### src/rtl/ac_div_pkg.sv
// Shared definitions for the sequential restoring divider: FSM states,
// the saturated quotient constant and counter sizing.
package ac_div_pkg;

  typedef enum logic [1:0] {
    ST_IDLE = 2'd0,
    ST_RUN  = 2'd1,
    ST_DONE = 2'd2
  } state_e;

  // Quotient returned for divide-by-zero and overflow; sliced to WIDTH at use.
  localparam logic [63:0] QUOT_SAT_ALL = '1;

  function automatic int cnt_width(input int w);
    return $clog2(w + 1);
  endfunction

endpackage

### src/rtl/ac_div_step.sv
// One combinational restoring-division iteration: shift in the next dividend
// bit, trial-subtract the divisor, keep the difference when it is non-negative.
module ac_div_step #(
  parameter int WIDTH = 8
) (
  input  logic [WIDTH-1:0] pr_in,
  input  logic             dvd_bit,
  input  logic [WIDTH-1:0] divisor,
  output logic [WIDTH-1:0] pr_out,
  output logic             qbit
);

  logic [WIDTH:0]   shifted;
  logic [WIDTH-1:0] diff_low;

  always_comb begin
    shifted  = {pr_in, dvd_bit};
    // The remainder is always below the divisor, so the low WIDTH bits of the
    // difference are the full result whenever the subtraction succeeds.
    diff_low = shifted[WIDTH-1:0] - divisor;
    qbit     = (shifted >= {1'b0, divisor});
    pr_out   = qbit ? diff_low : shifted[WIDTH-1:0];
  end

endmodule

### src/rtl/ac_div_seq.sv
// Sequential restoring divider (2*WIDTH / WIDTH) with ready/valid handshakes
// and optional truncation of the low quotient iterations.
module ac_div_seq
  import ac_div_pkg::*;
#(
  parameter int WIDTH = 8,
  parameter int TRUNC = 0
) (
  input  logic               clk,
  input  logic               rst_n,
  input  logic               in_valid,
  output logic               in_ready,
  input  logic [2*WIDTH-1:0] dividend,
  input  logic [WIDTH-1:0]   divisor,
  output logic               out_valid,
  input  logic               out_ready,
  output logic [WIDTH-1:0]   quot,
  output logic [WIDTH-1:0]   rem,
  output logic               ovf,
  output logic               div0
);

  localparam int CNT_W = cnt_width(WIDTH);
  localparam logic [CNT_W-1:0] CNT_LOAD = CNT_W'(WIDTH - TRUNC);
  localparam logic [WIDTH-1:0] QUOT_SAT = QUOT_SAT_ALL[WIDTH-1:0];

  state_e           state_q, state_d;
  logic [CNT_W-1:0] count_q, count_d;
  logic [WIDTH-1:0] pr_q, pr_d;
  logic [WIDTH-1:0] dvd_q, dvd_d;
  logic [WIDTH-1:0] dvs_q, dvs_d;
  logic [WIDTH-1:0] qacc_q, qacc_d;
  logic [WIDTH-1:0] quot_q, quot_d;
  logic [WIDTH-1:0] rem_q, rem_d;
  logic             ovf_q, ovf_d;
  logic             div0_q, div0_d;

  logic [WIDTH-1:0] step_pr;
  logic             step_qbit;

  ac_div_step #(.WIDTH(WIDTH)) u_step (
    .pr_in   (pr_q),
    .dvd_bit (dvd_q[WIDTH-1]),
    .divisor (dvs_q),
    .pr_out  (step_pr),
    .qbit    (step_qbit)
  );

  always_comb begin
    state_d   = state_q;
    count_d   = count_q;
    pr_d      = pr_q;
    dvd_d     = dvd_q;
    dvs_d     = dvs_q;
    qacc_d    = qacc_q;
    quot_d    = quot_q;
    rem_d     = rem_q;
    ovf_d     = ovf_q;
    div0_d    = div0_q;
    in_ready  = (state_q == ST_IDLE);
    out_valid = (state_q == ST_DONE);

    case (state_q)
      ST_IDLE: begin
        if (in_valid) begin
          pr_d    = dividend[2*WIDTH-1:WIDTH];
          dvd_d   = dividend[WIDTH-1:0];
          dvs_d   = divisor;
          count_d = CNT_LOAD;
          qacc_d  = '0;
          ovf_d   = 1'b0;
          div0_d  = 1'b0;
          if (divisor == '0) begin
            quot_d  = QUOT_SAT;
            rem_d   = dividend[WIDTH-1:0];
            div0_d  = 1'b1;
            state_d = ST_DONE;
          end else if (dividend[2*WIDTH-1:WIDTH] >= divisor) begin
            quot_d  = QUOT_SAT;
            rem_d   = '0;
            ovf_d   = 1'b1;
            state_d = ST_DONE;
          end else begin
            state_d = ST_RUN;
          end
        end
      end

      ST_RUN: begin
        pr_d    = step_pr;
        dvd_d   = dvd_q << 1;
        qacc_d  = (qacc_q << 1) | WIDTH'(step_qbit);
        count_d = count_q - 1'b1;
        if (count_q == CNT_W'(1)) begin
          // Skipped low iterations leave zeros below the computed quotient bits.
          quot_d  = qacc_d << TRUNC;
          rem_d   = step_pr;
          state_d = ST_DONE;
        end
      end

      ST_DONE: begin
        if (out_ready) begin
          state_d = ST_IDLE;
        end
      end

      default: begin
        state_d = ST_IDLE;
      end
    endcase
  end

  always_ff @(posedge clk or negedge rst_n) begin
    if (!rst_n) begin
      state_q <= ST_IDLE;
      count_q <= '0;
      pr_q    <= '0;
      dvd_q   <= '0;
      dvs_q   <= '0;
      qacc_q  <= '0;
      quot_q  <= '0;
      rem_q   <= '0;
      ovf_q   <= 1'b0;
      div0_q  <= 1'b0;
    end else begin
      state_q <= state_d;
      count_q <= count_d;
      pr_q    <= pr_d;
      dvd_q   <= dvd_d;
      dvs_q   <= dvs_d;
      qacc_q  <= qacc_d;
      quot_q  <= quot_d;
      rem_q   <= rem_d;
      ovf_q   <= ovf_d;
      div0_q  <= div0_d;
    end
  end

  assign quot = quot_q;
  assign rem  = rem_q;
  assign ovf  = ovf_q;
  assign div0 = div0_q;

endmodule
### config.mk
export PLATFORM = sky130hd
export DESIGN_NAME = ac_div_seq
export DESIGN_NICKNAME = d
export VERILOG_FILES = /design/src/rtl/ac_div_pkg.sv /design/src/rtl/ac_div_step.sv /design/src/rtl/ac_div_seq.sv
export SDC_FILE = /design/constraint.sdc
export NUM_CORES = 1
export LEC_CHECK = 0
export ABC_AREA = 1
export ABC_CLOCK_PERIOD_IN_PS = 3400
export BUFFER_PORTS_ARGS = -buffer_cell sky130_fd_sc_hd__buf_2
export CAP_MARGIN = 20
export CORE_UTILIZATION = 50
export DETAILED_ROUTE_END_ITERATION = 8
export GPL_TIMING_DRIVEN = 0
export PLACE_DENSITY = 0.78
export REMOVE_ABC_BUFFERS = 1
export SETUP_SLACK_MARGIN = 0.3
export SYNTH_ARGS = -nofsm -noshare
export SYNTH_HDL_FRONTEND = slang
export SYNTH_SLANG_ARGS = --single-unit
### constraint.sdc
create_clock -name clk -period 3.4 [get_ports clk]
set_input_delay 0.51 -clock clk [delete_from_list [all_inputs] [get_ports clk]]
set_output_delay 0.51 -clock clk [all_outputs]
set_load 0.02 [all_outputs]
==> results.md, run 1 <==
* Status: finished with violations
* Violated checks: DRC
* Hold buffers post-CTS at 0
* Min cycle time layout at 2.667 ns
* Total number of vias at roughly 2900
* Slowest stage cell, crit path: nand2_2
* Reg-to-reg slack, setup at about 0.73 ns
* Worst flop-to-flop path startpoint: state_q[1]
* Clock skew at 0.008021 ns
* Floorplan core area at 0.006422 mm^2
* Hpwl dp at 5606 um
* First-pass GRT wire length at about 13000 um
* Drt wl/cell at 13.90 um
* Final setup viols at 0
* Crit Path Class: reg -> reg
* Final #Nets at 514
* Mapped Cells at about 430
* Final Max Tran Viols at 0
* Synthesis Warnings at 0
* Most used DFF post-synth: dfrtp_1
* Total CTS buffers at 5
* Max Cap Viol at 0
* Hold Path Class: in -> async
* Fin area at around 0.0037 mm^2
* Vias/cell at about 5.3
* Syn avg cell area at roughly 7.9 um^2
* Clk slew on worst S/H paths at 0.11 ns
* RSZ-0062 raised after global routing: no
* WHS at roughly 0.12 ns
* Max VDD drop at 0.4594 mV
* Slew @ Worst Pin at around 0.82 ns
* Final Hold Fails at 0
* Area grow syn2layout at 10.42%
* CTS tree: built
* Post-Route WL at between 7000 and 8000 um
* Fmax at about 370 MHz
* Headroom to the max-slew limit at 0.4532
* Num Clock Sinks at 55
* Largest net degree at the start of global routing at between 40 and 50
* EDFF count, synth at 0
* Most frequent CP cell: nand2_1
* Drt pass-1 iters at 6
* Fin Setup TNS at 0 ns
* Post-CTS Setup Bufs at 0
* Yosys reg bits at 55
* DP Area at between 0.003 and 0.004 mm^2
* Period utilisation layout at 0.7845
* Worst Setup SP: state_q[1]
* Register area share after synthesis at 0.4109
* H-tree depth at 2
* Row count at 29
* Total power at around 3.9 mW
* CP cell instances: inv_1, nand2_2, inv_2, nor2_8, nor2_4, nand2_4, clkinv_2, nand2_1, nand2_1
* R2R Path End: rem[2]
* Share of layout cells above drive strength 1 at 0.1944
* Yosys cell types at 37
* Full die area at ~0.0070 mm^2
* DRT antenna net count at 0
* DRC at 6
* Post-cts resize count at 0
* Clk Latency, worst-skew pair at 0.31 ns
* Register-to-Register Path Depth at 9
* PD cells at approximately 1000 mW/mm^2
* Root Buffer: clkbuf_8
* Crit path launch type: register
* Initial antenna violation count at 0
* Die H at between 80 and 90 um
* Crit path largest cell delay at about 0.60 ns
* Crit path DAT at around 2.9 ns
* Grt total ovfl at 0
* Leak Pwr at 2.003 nW
* Starting Density at 0.5215
* Crit-path max FO at 42
* Ant diodes at 0
* Share of synthesized registers carrying an async set or reset at 1.000
* GRT Total Usage at 0.2297
* Input/output buffers at 47
* I/O Pins at 48
* Clock Path Buffers at 2
* Vias in the first global route at between 2000 and 3000
* CP required at around 3.6 ns
* Gpl congestion at 0.8526
* Die width at about 84 um
* Mapped Area at 0.003349 mm^2
* Crit. End Element: register
* Number of DRC markers in iteration 0 at approximately 280
==> metal layers <==
layer / track usage / vias to the layer above / part of all wire
met3: 0.02473 / 9 / 0.034
met4: 0.06583 / 0 / 0.014
met5: 0 / - / 0
met2: 0.3726 / 66 / 0.47
met1: 0.3265 / 1344 / 0.48
li1: - / 1453 / -
==> cell usage in the layout, fill, tap and decap left out, types with 2 or more instances in the layout <==
master and count:
buf_2 47, nand4_1 13, nor2_4 2, inv_2 4, nor2_2 2, nor2_1 29
clkinv_4 2, ha_1 18, a21oi_1 5, o22ai_1 7, nor2_8 2, clkbuf_8 5
inv_1 57, nand4_2 2, nand2_1 114, dfrtp_1 55, o21ai_2 14, o21ai_0 16
or2_2 5, o21a_1 5, xnor2_1 3, nand3_1 46
==> how the worst max path moves through the flow <==
stage                        end  slack (ns)  cells after the start
after global routing      rem[7]        0.46                      9
after global placement    rem[2]        0.81                      8
after floorplan           rem[7]        1.35                      8
final                     rem[2]        0.73                      9
after CTS                 rem[2]        0.77                      9
after detailed placement  rem[2]        0.79                      9
==> sequential cells by signal, summed over array words and instances (netlist names), 2 cells and up <==
name / flops
quot: 8
rem: 8
qacc_q: 7
pr_q: 8
count_q: 4
dvd_q: 8
state_q: 2
dvs_q: 8
==> cells in the mapped netlist (4+ instances only) <==
master   number  area, um^2
buf_2         5       25.02
inv_1        57       214.0
nand2_1     114       427.9
nor2_1       29       108.9
inv_2         4       15.01
dfrtp_1      55        1376
nand4_1      13       81.33
or2_2         5       31.28
nand3_1      46       230.2
o21ai_0      16       80.08
o22ai_1       7       43.79
o21a_1        5       37.54
ha_1         18       225.2
o21ai_2      14       122.6
a21oi_1       5       25.02
==> report_power, final <==
group	total, mW	internal (mW)	switching (mW)
combinational	2.34	0.817	1.52
sequential	1.13	0.963	0.168
clock	0.380	0.149	0.231
total	3.85	1.93	1.92
==> critical path, delay by kind of cell (launching register included) <==
family	cells	cell delay, ns
AND/OR/NAND/NOR	6	1.45
flip-flops	1	0.38
buffers and inverters	3	0.69
==> metrics by stage <==
step,util,setup WS [ns],std cells
3_5_place_dp,0.5619,0.7850,537
2_1_floorplan,-,1.349,412
5_1_grt,0.5759,0.4647,545
3_3_place_gp,0.5587,0.8074,536
6_report,0.5759,0.7328,545
4_1_cts,0.5759,0.7680,545
==> final cells by class <==
class	count	area, um^2
clock buffer	6	72.57
fill	600	2724
multi-input combinational	294	1640
inverter	63	240.2
sequential	55	1376
clock inverter	2	17.52
tap	77	96.34
timing repair buffer	48	255.2
==> logic make-up (layout without fill, tap and decap cells) <==
kind of cell / count (synthesis) / in the layout / synth area share
AO/OA/AOI/OAI: 52 / 52 / 0.1035
XOR/XNOR: 4 / 4 / 0.01046
adder cells (fa/ha/maj): 19 / 19 / 0.07322
buffers and inverters: 76 / 119 / 0.09936
flip-flops: 55 / 55 / 0.4109
AND/OR/NAND/NOR: 219 / 219 / 0.3026
(Power assumes the default switching activity.)
==> run 2: changes to the inputs <==
--- a/config.mk
+++ b/config.mk
@@ -6,13 +6,13 @@
 export NUM_CORES = 1
 export LEC_CHECK = 0
 export ABC_AREA = 1
-export ABC_CLOCK_PERIOD_IN_PS = 3400
+export ABC_CLOCK_PERIOD_IN_PS = 2300
 export BUFFER_PORTS_ARGS = -buffer_cell sky130_fd_sc_hd__buf_2
 export CAP_MARGIN = 20
 export CORE_UTILIZATION = 50
 export DETAILED_ROUTE_END_ITERATION = 8
 export GPL_TIMING_DRIVEN = 0
-export PLACE_DENSITY = 0.78
+export PLACE_DENSITY = 0.81
 export REMOVE_ABC_BUFFERS = 1
 export SETUP_SLACK_MARGIN = 0.3
 export SYNTH_ARGS = -nofsm -noshare
==> constraint.sdc (replaced) <==
create_clock -name clk -period 2.3 [get_ports clk]
set_input_delay 0.345 -clock clk [delete_from_list [all_inputs] [get_ports clk]]
set_output_delay 0.345 -clock clk [all_outputs]
set_load 0.02 [all_outputs]
==> results.md, run 2 (same netlist as run 1, synthesis figures left out) <==
* H-tree depth at 2
* Period utilisation layout at 0.8321
* Number of DRC markers in iteration 0 at roughly 320
* Floorplan core area at about 0.0064 mm^2
* Row count at 29
* CTS tree: built
* Max VDD drop at between 0.8 and 0.9 mV
* Max Cap Viol at 0
* Largest net degree at the start of global routing at 41
* GRT Total Usage at 0.2486
* Clock Path Buffers at 2
* I/O Pins at 48
* Final setup viols at 0
* Crit path DAT at roughly 2.1 ns
* Violated checks: DRC
* Crit. End Element: register
* WHS at between 0.2 and 0.25 ns
* Final Max Tran Viols at 0
* Status: finished with violations
* Grt total ovfl at 0
* Vias/cell at 5.678
* Gpl congestion at around 0.87
* Num Clock Sinks at 55
* Crit-path max FO at 8
* Hold Path Class: in -> reg
* Drt wl/cell at between 15 and 20 um
* First-pass GRT wire length at between 10000 and 15000 um
* Clock skew at slightly below 0.005 ns
* Share of layout cells above drive strength 1 at 0.2389
* Clk Latency, worst-skew pair at about 0.32 ns
* Hpwl dp at 5669 um
* Crit Path Class: reg -> reg
* FILL cells at 564
* Post-Route WL at between 8000 and 9000 um
* Starting Density at 0.5215
* Final #Nets at roughly 520
* DP Area at about 0.0036 mm^2
* Most frequent cells in the layout: nand2_1 (113), inv_1 (56), dfrtp_1 (54)
* Initial antenna violation count at 0
* Total number of vias at 3123
* Fmax at between 500 and 600 MHz
* DRT antenna net count at 0
* Die width at between 80 and 90 um
* Total CTS buffers at 5
* Input/output buffers at 47
* Storage cell area at about 0.0014 mm^2
* Multi-input gate area at 0.001805 mm^2
* Most common cell after layout, fill and taps aside: nand2_1
* CP required at around 2.5 ns
* Drt pass-1 iters at 9
* Leak Pwr at around 2.0 nW
* Util after Layout at 0.6059
* Final Hold Fails at 0
* Root Buffer: clkbuf_8
* Area grow syn2layout at 16.17%
* Fin area at 0.003891 mm^2
* PD cells at ~1600 mW/mm^2
* Ant diodes at 0
* Min cycle time layout at between 1.5 and 2 ns
* Die H at 83.85 um
* Slew @ Worst Pin at around 0.4 ns
* Full die area at between 0.007 and 0.008 mm^2
* RSZ-0062 raised after global routing: no
* Crit path launch type: register
* DRC at 6
* Vias in the first global route at around 3000
* Clk slew on worst S/H paths at 0.11 ns
* Headroom to the max-slew limit at 0.7257
==> run 2: cell types whose count changed in the layout (fill, tap and decap cells not counted), sizes merged <==
cell	previous run	this run
nand4	15	16
nand2	116	117
nor2	35	36
dlygate4sd3	0	1
buf	48	49
inv	62	63
clkbuf	6	5
==> run 2: power breakdown <==
part	switching (mW)	internal [mW]	total (mW)	leakage, nW
sequential	0.289	1.43	1.71	0.678
combinational	2.58	1.39	3.97	1.30
clock	0.353	0.220	0.573	0.0485
total	3.22	3.03	6.26	2.03
==> run 2: worst max-delay path, stage by stage, from the launching register on <==
cell     delay, ns
dfrtp_1       0.43
ha_1          0.38
nand2_1       0.11
nor2_1        0.18
nand3_2       0.17
nand2_1       0.12
inv_2         0.08
nand4_1       0.13
nand3_1       0.09
nand2_1       0.07
nand2_1       0.05
==> run 2: cell type report <==
type / instances / area share
clock inverters: 3 / 0.005788
well taps: 77 / 0.02476
inverters: 63 / 0.06367
repair buffers: 50 / 0.07010
flip-flops and latches: 55 / 0.3540
multi-input cells: 297 / 0.4640
clock buffers: 5 / 0.01768
==> run 2: final timing paths <==
| path | startpoint | endpoint | slack, ns | depth (start not counted) |
|---|---|---|---|---|
| worst max-delay path | pr_q[1] | rem[5] | 0.39 | 10 |
| worst min-delay path | divisor[3] | dvs_q[3] | 0.25 | 3 |
| worst max register to register | pr_q[1] | rem[5] | 0.39 | 10 |
| worst min register to register | quot[2] | quot[2] | 0.49 | 2 |
| max in group asynchronous | rst_n | pr_q[1] | 1.27 | 3 |
| min in group asynchronous | rst_n | dvs_q[3] | 0.48 | 2 |
==> run 2: timing repair <==
item                                    in CTS  in global routing
resized for setup                            6                 22
endpoints found under the hold margin       15                  0
gates cloned                                 2                  1
hold buffers                                 1                  0
buffers inserted                             0                  1
endpoints found under the setup margin      44                 30
pin swaps                                    2                  0
==> run 2: metal layers <==
| layer | vias to the layer above | share of wire | global-route usage |
|---|---|---|---|
| li1 | 1476 | - | - |
| met1 | 1469 | 0.43 | 0.3394 |
| met2 | 149 | 0.47 | 0.4091 |
| met3 | 29 | 0.067 | 0.03759 |
| met4 | 0 | 0.031 | 0.07680 |
| met5 | - | 0 | 0 |
==> run 2: per-stage QoR <==
step	cells	setup slack (ns)	TNS, ns	power [mW]
after floorplan	412	0.2489	0	4.284
after global placement	536	-0.2706	-3.511	4.999
after detailed placement	537	-0.3254	-4.984	5.142
after CTS	548	0.3107	0	5.828
after global routing	550	0.2802	0	6.756
final	550	0.3861	0	6.256
